===== config.mk =====
export PLATFORM = sky130hd
export DESIGN_NAME = alu_result_stage
export DESIGN_NICKNAME = d
export VERILOG_FILES = /design/src/rtl/alu_result_stage.sv
export SDC_FILE = /design/constraint.sdc
export NUM_CORES = 1
export LEC_CHECK = 0
export CAP_MARGIN = 5
export CORE_MARGIN = 2
export CORE_UTILIZATION = 40
export DETAILED_ROUTE_END_ITERATION = 12
export DONT_BUFFER_PORTS = 1
export PLACE_DENSITY = 0.56
export SETUP_SLACK_MARGIN = 0.02
export SLEW_MARGIN = 20
export SYNTH_ARGS = -nofsm -noshare
export SYNTH_HDL_FRONTEND = slang
export SYNTH_SLANG_ARGS = --single-unit
export TNS_END_PERCENT = 20

===== constraint.sdc =====
create_clock -name clk -period 1.7 [get_ports clk]
set_clock_uncertainty 0.15 [all_clocks]
set_input_delay 0.17 -clock clk [delete_from_list [all_inputs] [get_ports clk]]
set_output_delay 0.17 -clock clk [all_outputs]
set_load 0.02 [all_outputs]

===== src/rtl/alu_result_stage.sv =====
// alu_result_stage: registered output stage behind the M-bit adder/subtractor.
// Captures result, carry and overflow, derives N/Z, and buffers entries in a
// 2-entry skid FIFO with a valid/ready handshake. Also counts accepted
// signed-overflow events in a saturating counter.
//
// Ports:
//   clk, rst            rising-edge clock, synchronous active-high reset
//   in_valid/in_ready   upstream handshake (in_ready is a pure register)
//   resultado, C, V     adder/subtractor result, carry-out, signed overflow
//   out_valid/out_ready downstream handshake
//   out_result, out_N, out_Z, out_C, out_V   head entry
//   ovf_clr             synchronous clear of the overflow counter
//   ovf_count           saturating count of accepted entries with V=1
module alu_result_stage #(
  parameter int unsigned M     = 4,
  parameter int unsigned CNT_W = 8
) (
  input  logic             clk,
  input  logic             rst,
  input  logic             in_valid,
  output logic             in_ready,
  input  logic [M-1:0]     resultado,
  input  logic             C,
  input  logic             V,
  output logic             out_valid,
  input  logic             out_ready,
  output logic [M-1:0]     out_result,
  output logic             out_N,
  output logic             out_Z,
  output logic             out_C,
  output logic             out_V,
  input  logic             ovf_clr,
  output logic [CNT_W-1:0] ovf_count
);

  // Entry layout: {result, N, Z, C, V}
  localparam int unsigned ENT_W = M + 4;
  localparam logic [CNT_W-1:0] CNT_MAX = '1;

  typedef enum logic [1:0] {
    EMPTY = 2'd0,
    ONE   = 2'd1,
    FULL  = 2'd2
  } occ_t;

  occ_t             state_q, state_d;
  logic [ENT_W-1:0] head_q, head_d;
  logic [ENT_W-1:0] skid_q, skid_d;
  logic [CNT_W-1:0] cnt_q, cnt_d;
  logic             out_valid_q;
  logic             in_ready_q;

  logic             push;
  logic             pop;
  logic [ENT_W-1:0] in_entry;

  assign push = in_valid & in_ready_q;
  assign pop  = out_valid_q & out_ready;

  // Flags are derived from the incoming result, never from the stored head.
  assign in_entry = {resultado, resultado[M-1], (resultado == '0), C, V};

  // Next-state: head register drives the outputs, skid holds the second entry.
  always_comb begin
    state_d = state_q;
    head_d  = head_q;
    skid_d  = skid_q;
    cnt_d   = cnt_q;

    case (state_q)
      EMPTY: begin
        if (push) begin
          head_d  = in_entry;
          state_d = ONE;
        end
      end
      ONE: begin
        if (push && pop) begin
          head_d = in_entry;
        end else if (push) begin
          skid_d  = in_entry;
          state_d = FULL;
        end else if (pop) begin
          state_d = EMPTY;
        end
      end
      FULL: begin
        // in_ready is low here, so only a pop can happen
        if (pop) begin
          head_d  = skid_q;
          state_d = ONE;
        end
      end
      default: state_d = EMPTY;
    endcase

    // Clear wins over a same-cycle increment; saturate at all-ones.
    if (ovf_clr) begin
      cnt_d = '0;
    end else if (push && V && (cnt_q != CNT_MAX)) begin
      cnt_d = cnt_q + CNT_W'(1);
    end
  end

  // State, data and decoded handshake registers.
  always_ff @(posedge clk) begin
    if (rst) begin
      state_q     <= EMPTY;
      head_q      <= '0;
      skid_q      <= '0;
      cnt_q       <= '0;
      out_valid_q <= 1'b0;
      in_ready_q  <= 1'b1;
    end else begin
      state_q     <= state_d;
      head_q      <= head_d;
      skid_q      <= skid_d;
      cnt_q       <= cnt_d;
      out_valid_q <= (state_d != EMPTY);
      in_ready_q  <= (state_d != FULL);
    end
  end

  assign in_ready   = in_ready_q;
  assign out_valid  = out_valid_q;
  assign out_result = head_q[ENT_W-1:4];
  assign out_N      = head_q[3];
  assign out_Z      = head_q[2];
  assign out_C      = head_q[1];
  assign out_V      = head_q[0];
  assign ovf_count  = cnt_q;

endmodule


# Word-level counts from Yosys, hierarchy flattened
# Index checks and enable logic that the tools add are counted.
[word_totals] regBits=28 input_bits=11 out_inout_bits=18 elab_cells=37
[op_classes] add_sub_neg=1 n_eq_ne=7 muxes=10 bitwise=3 n_reduce_logical=10
[op_table] cell="$mux W8" n=3
[op_table] cell="$pmux W8 S3" n=1
[op_table] cell="$mux W2" n=5
[op_table] cell="$add A8 B1 Y8 const B" n=1
[op_table] cell="$ne A2 B2 Y1 const B" n=4
[op_table] cell="$ne A8 B8 Y1 const B" n=1
[op_table] cell="$pmux W2 S3" n=1
[op_table] cell="$logic_not A4 Y1" n=1
[op_table] cell="$reduce_and A4 Y1" n=1
[op_table] cell="$logic_and A1 B1 Y1" n=3
[op_table] cell="$reduce_and A3 Y1" n=1
[op_table] cell="$reduce_bool A3 Y1" n=1
[op_table] cell="$and A1 B1 Y1" n=2
[op_table] cell="$eq A2 B1 Y1 const B" n=1
[op_table] cell="$eq A2 B2 Y1 const B" n=1
[op_table] cell="$logic_not A2 Y1" n=1
[op_table] cell="$reduce_bool A2 Y1" n=1
[op_table] cell="$reduce_or A2 Y1" n=1
[op_table] cell="$not A1 Y1" n=1

# Longest topological paths before layout
[logic_depth] ltp_word=6 mapped_depth=5

# Worst setup path before layout
# No wires, ideal clock.
[synth_path] kind="reg-to-reg" from="reg cnt_q[0], in the netlist ovf_count[0]" to="reg cnt_q[0], in the netlist ovf_count[0]" setup_time_ps=72 t_arrival_ps=1342 t_required_ps=1478 setup_slack_ps=137 stages_incl_launch_ff=5 path_buffers=0 period_less_slack_ps=1563 cell_sequence="dfxtp_1 > ha_1 > and3_1 > a21oi_1 > mux2i_1"
[synth_via] elab_chain_cells=2 word_cells_on_any_way=3
[synth_lines] element="start: declaration" line="49" rtl="logic [CNT_W-1:0] cnt_q, cnt_d;"
[synth_lines] element="start signal: assignment" line="118" rtl="cnt_q <= cnt_d;"
[synth_lines] element="parallel branches: the longest is 2 deep, another holds $add A8 B1 Y8"
# Parallel ways; which one is timed is not known.
# A chain may end at the register's enable or synchronous reset.

# Worst setup path after layout
[layout_path] from="reg in_ready_q, in the netlist in_ready" to="reg head_q[0]"
[layout_via] elab_chain_cells=4 word_cells_on_any_way=5
[layout_lines] element="start: declaration" line="51" rtl="logic in_ready_q;"
[layout_lines] element="start signal: assignment" line="120" rtl="in_ready_q <= (state_d != FULL);"
[layout_lines] element="$and A1 B1 Y1 (*)" line="57" rtl="assign push = in_valid & in_ready_q;"
[layout_lines] element="$logic_and A1 B1 Y1" line="78" rtl="if (push && pop) begin"
[layout_lines] element="$ne A2 B2 Y1 (no source line)"
[layout_lines] element="$reduce_and A4 Y1 (no source line) (*)"
[layout_lines] element="end signal: assignment" line="109" rtl="head_q <= '0;"
[layout_lines] element="end signal: assignment" line="116" rtl="head_q <= head_d;"
[layout_lines] element="end: declaration" line="47" rtl="logic [ENT_W-1:0] head_q, head_d;"
# Mark *: on every way between the ends. The rest lies on a longest branch, timed or not.

==> run summary <==
Run status - finished, final reports clean
RSZ-0062 raised after global routing - false
Starting utilization of the core area - 40.8%
Distinct cell type count of the synthesized netlist - 42
Power density cells - 835 nW/um2
Area contributors post-synth - sky130_fd_sc_hd__dfxtp_1 (39%), sky130_fd_sc_hd__a211oi_2 (9.3%), sky130_fd_sc_hd__mux2i_1 (7.5%)
DRT Wirelength - 3130 um
Library cell with the largest summed area after synthesis - sky130_fd_sc_hd__dfxtp_1
Smallest hold slack - 0.0338 ns
Clock latency reported for the late side of the worst-skew pair - 0.32 ns
Synthesized instance count - 137
Detailed-route vias per instance - 5.74
Commonest cells post-synth - sky130_fd_sc_hd__dfxtp_1 (26), sky130_fd_sc_hd__a211oi_1 (11), sky130_fd_sc_hd__a21oi_1 (11)
Initial antenna violation count - 0
Remaining design rule violation count - 0
Port Buffers - 0
Final-report setup violation count - 0
Sequential share of the synthesized area - 38.9%
Most common cell in the netlist - sky130_fd_sc_hd__dfxtp_1
Number of register bits inferred by synthesis - 26
Top cell type's share of synthesized area - 38.9%
Layout cells sized above 1 - 22.4%
Dominant register cell in the synthesized netlist - sky130_fd_sc_hd__dfxtp_1
Number of enable-type register cells in the synthesized netlist - 0
Final worst-path cycle share - 92.4%
Post-Place Setup Slack - 0.148 ns
Final Hold Vio Count - 0
Total core area - 3280 um2
HPWL reported at the end of detailed placement - 2190 um
Number of routed nets with antenna violations - 0
Pin count of the biggest net entering global routing - 24
Post-synthesis instance area - 1340 um2
Antenna diode count - 0
Number of buffers inserted during clock tree synthesis - 3
Full die area - 3830 um2
Rel. slew slack - 37.3%
Die Span X - 61.9 um
Average routed wire per standard cell - 15.5 um
Mean cell area of the mapped netlist - 9.77 um2
CTS clk-pin slew, worst paths - 0.15 ns
Via count of the first global-routing pass - 1076
Slew of the pin with the lowest slew margin - 0.940 ns
Clock tree sinks - 26
Shortest period the worst path allows - 1.57 ns
Final weighted congestion in routability-driven placement - 0.829
Rows - 21
GRT Util Overall - 17.7%
Overall Power - 1320 uW
Final-stage net count - 169
Deepest clock path buffer count - 2
Lkg Pwr - 0.000590 uW
Total overflow reported by the global router - 0
Max-cap viol count - 0
Deepest level of the CTS H-tree - 1
Number of iterations in the first detailed-routing pass - 4
CP Data Arrival Time - 1.61 ns
Violation count after the first detailed-routing iteration - 24
Die outline height - 61.9 um
Post-synthesis async set-or-reset flop share - 0%
Setup slack after layout - 0.129 ns
CTS Root Cell - sky130_fd_sc_hd__clkbuf_4
Maximum vdd ir drop - 0.000402 V
Share of the core filled with cells in the final layout - 48.1%
CTS tree - built
Tightest Hold Check Type - in -> reg
Overall via count from detail_route - 1160
Start-to-end type of the worst setup path - reg -> reg
Yosys warning total - 0
Setup Total Neg Slack - 0 ns
IO Count - 29
Post-Synthesis Net Count - 149
FILL cells - 319
Max-slew violation total from the final report - 0
Crit-path max FO - 15
Req. time, crit path - 1.74 ns
Growth of design area from synthesis to finish - 17.9%
Capturing element type of the critical path - flip-flop
Max Clock Freq - 637 MHz
Wire length of the first global-routing pass - 5040 um
Type of element launching the critical path - flip-flop
[cell type report]
cell class	instances	area (um2)	area share, %
Tap cell	46	57.6	3.65
Timing Repair Buffer	23	200	12.7
Inverter	2	7.51	0.475
Sequential cell	26	520	33.0
Clock buffer	4	36.3	2.30
Multi-Input combinational cell	101	757	47.9
[logic make-up after synthesis]
family          synth area share (%)
flops                           38.9
buf+inv                         4.58
compound gates                  30.2
mux                             7.48
simple gates                    17.9
fa+ha+maj                      0.934
[where the power goes]
part           switching, uW  internal, uW
Clock                    189           131
Combinational            158           123
Sequential              64.8           654
Total                    412           907
[worst paths after layout]
check | start | endpoint | slack (ns) | cells after the start
setup / recovery | in_ready | head_q[0] | 0.13 | 4
hold / removal | V | ovf_count[7] | 0.03 | 3
setup reg to reg | in_ready | head_q[0] | 0.13 | 4
hold reg to reg | skid_q[3] | skid_q[3] | 0.34 | 2
[layer usage]
metal	vias to the layer above	track usage, %	routed length [um]
met4	0	6.38	23
met3	2	3.52	161
met5	-	0	0
met2	29	25.9	1510
li1	573	-	-
met1	556	25.7	1440
[metrics by stage]
step	std cells	instance area, um2
after floorplan	137	1340
after global placement	188	1440
after detailed placement	188	1440
after CTS	202	1580
after global routing	202	1580
final	202	1580
[state kept, by name (all words and copies together) (netlist names)]
name and count:
ovf_count 8, head_q 7, skid_q 7, state_q 2, in_ready 1, out_valid 1
[placed cells by master (no fill, tap or decap), types with 2 or more instances in the layout]
master / netlist / routed
sky130_fd_sc_hd__and4_2: 2 / 2
sky130_fd_sc_hd__nand4_1: 2 / 2
sky130_fd_sc_hd__a211oi_1: 11 / 11
sky130_fd_sc_hd__and3_1: 2 / 2
sky130_fd_sc_hd__dfxtp_1: 26 / 26
sky130_fd_sc_hd__clkbuf_4: 0 / 3
sky130_fd_sc_hd__nand2_1: 9 / 9
sky130_fd_sc_hd__dlygate4sd3_1: 0 / 9
sky130_fd_sc_hd__inv_1: 2 / 2
sky130_fd_sc_hd__a31oi_1: 3 / 3
sky130_fd_sc_hd__mux2i_1: 10 / 10
sky130_fd_sc_hd__or3_1: 2 / 2
sky130_fd_sc_hd__a21oi_1: 11 / 11
sky130_fd_sc_hd__a211oi_2: 10 / 10
sky130_fd_sc_hd__nand3_1: 9 / 9
sky130_fd_sc_hd__buf_4: 1 / 13
sky130_fd_sc_hd__o21ai_0: 7 / 7
[critical path, stage by stage, from the launching register on]
cell and delay, ns:
sky130_fd_sc_hd__dfxtp_1 0.52, sky130_fd_sc_hd__and3b_1 0.24, sky130_fd_sc_hd__buf_4 0.23, sky130_fd_sc_hd__a21o_4 0.22
sky130_fd_sc_hd__a211oi_2 0.08
[what timing repair did]
action | in CTS | in global routing
setup buffers | 0 | 0
hold buffers | 10 | 0
resized for setup | 0 | 1
setup endpoints to repair | 0 | 9
hold endpoints to repair | 26 | 0
(Power assumes the default switching activity.)
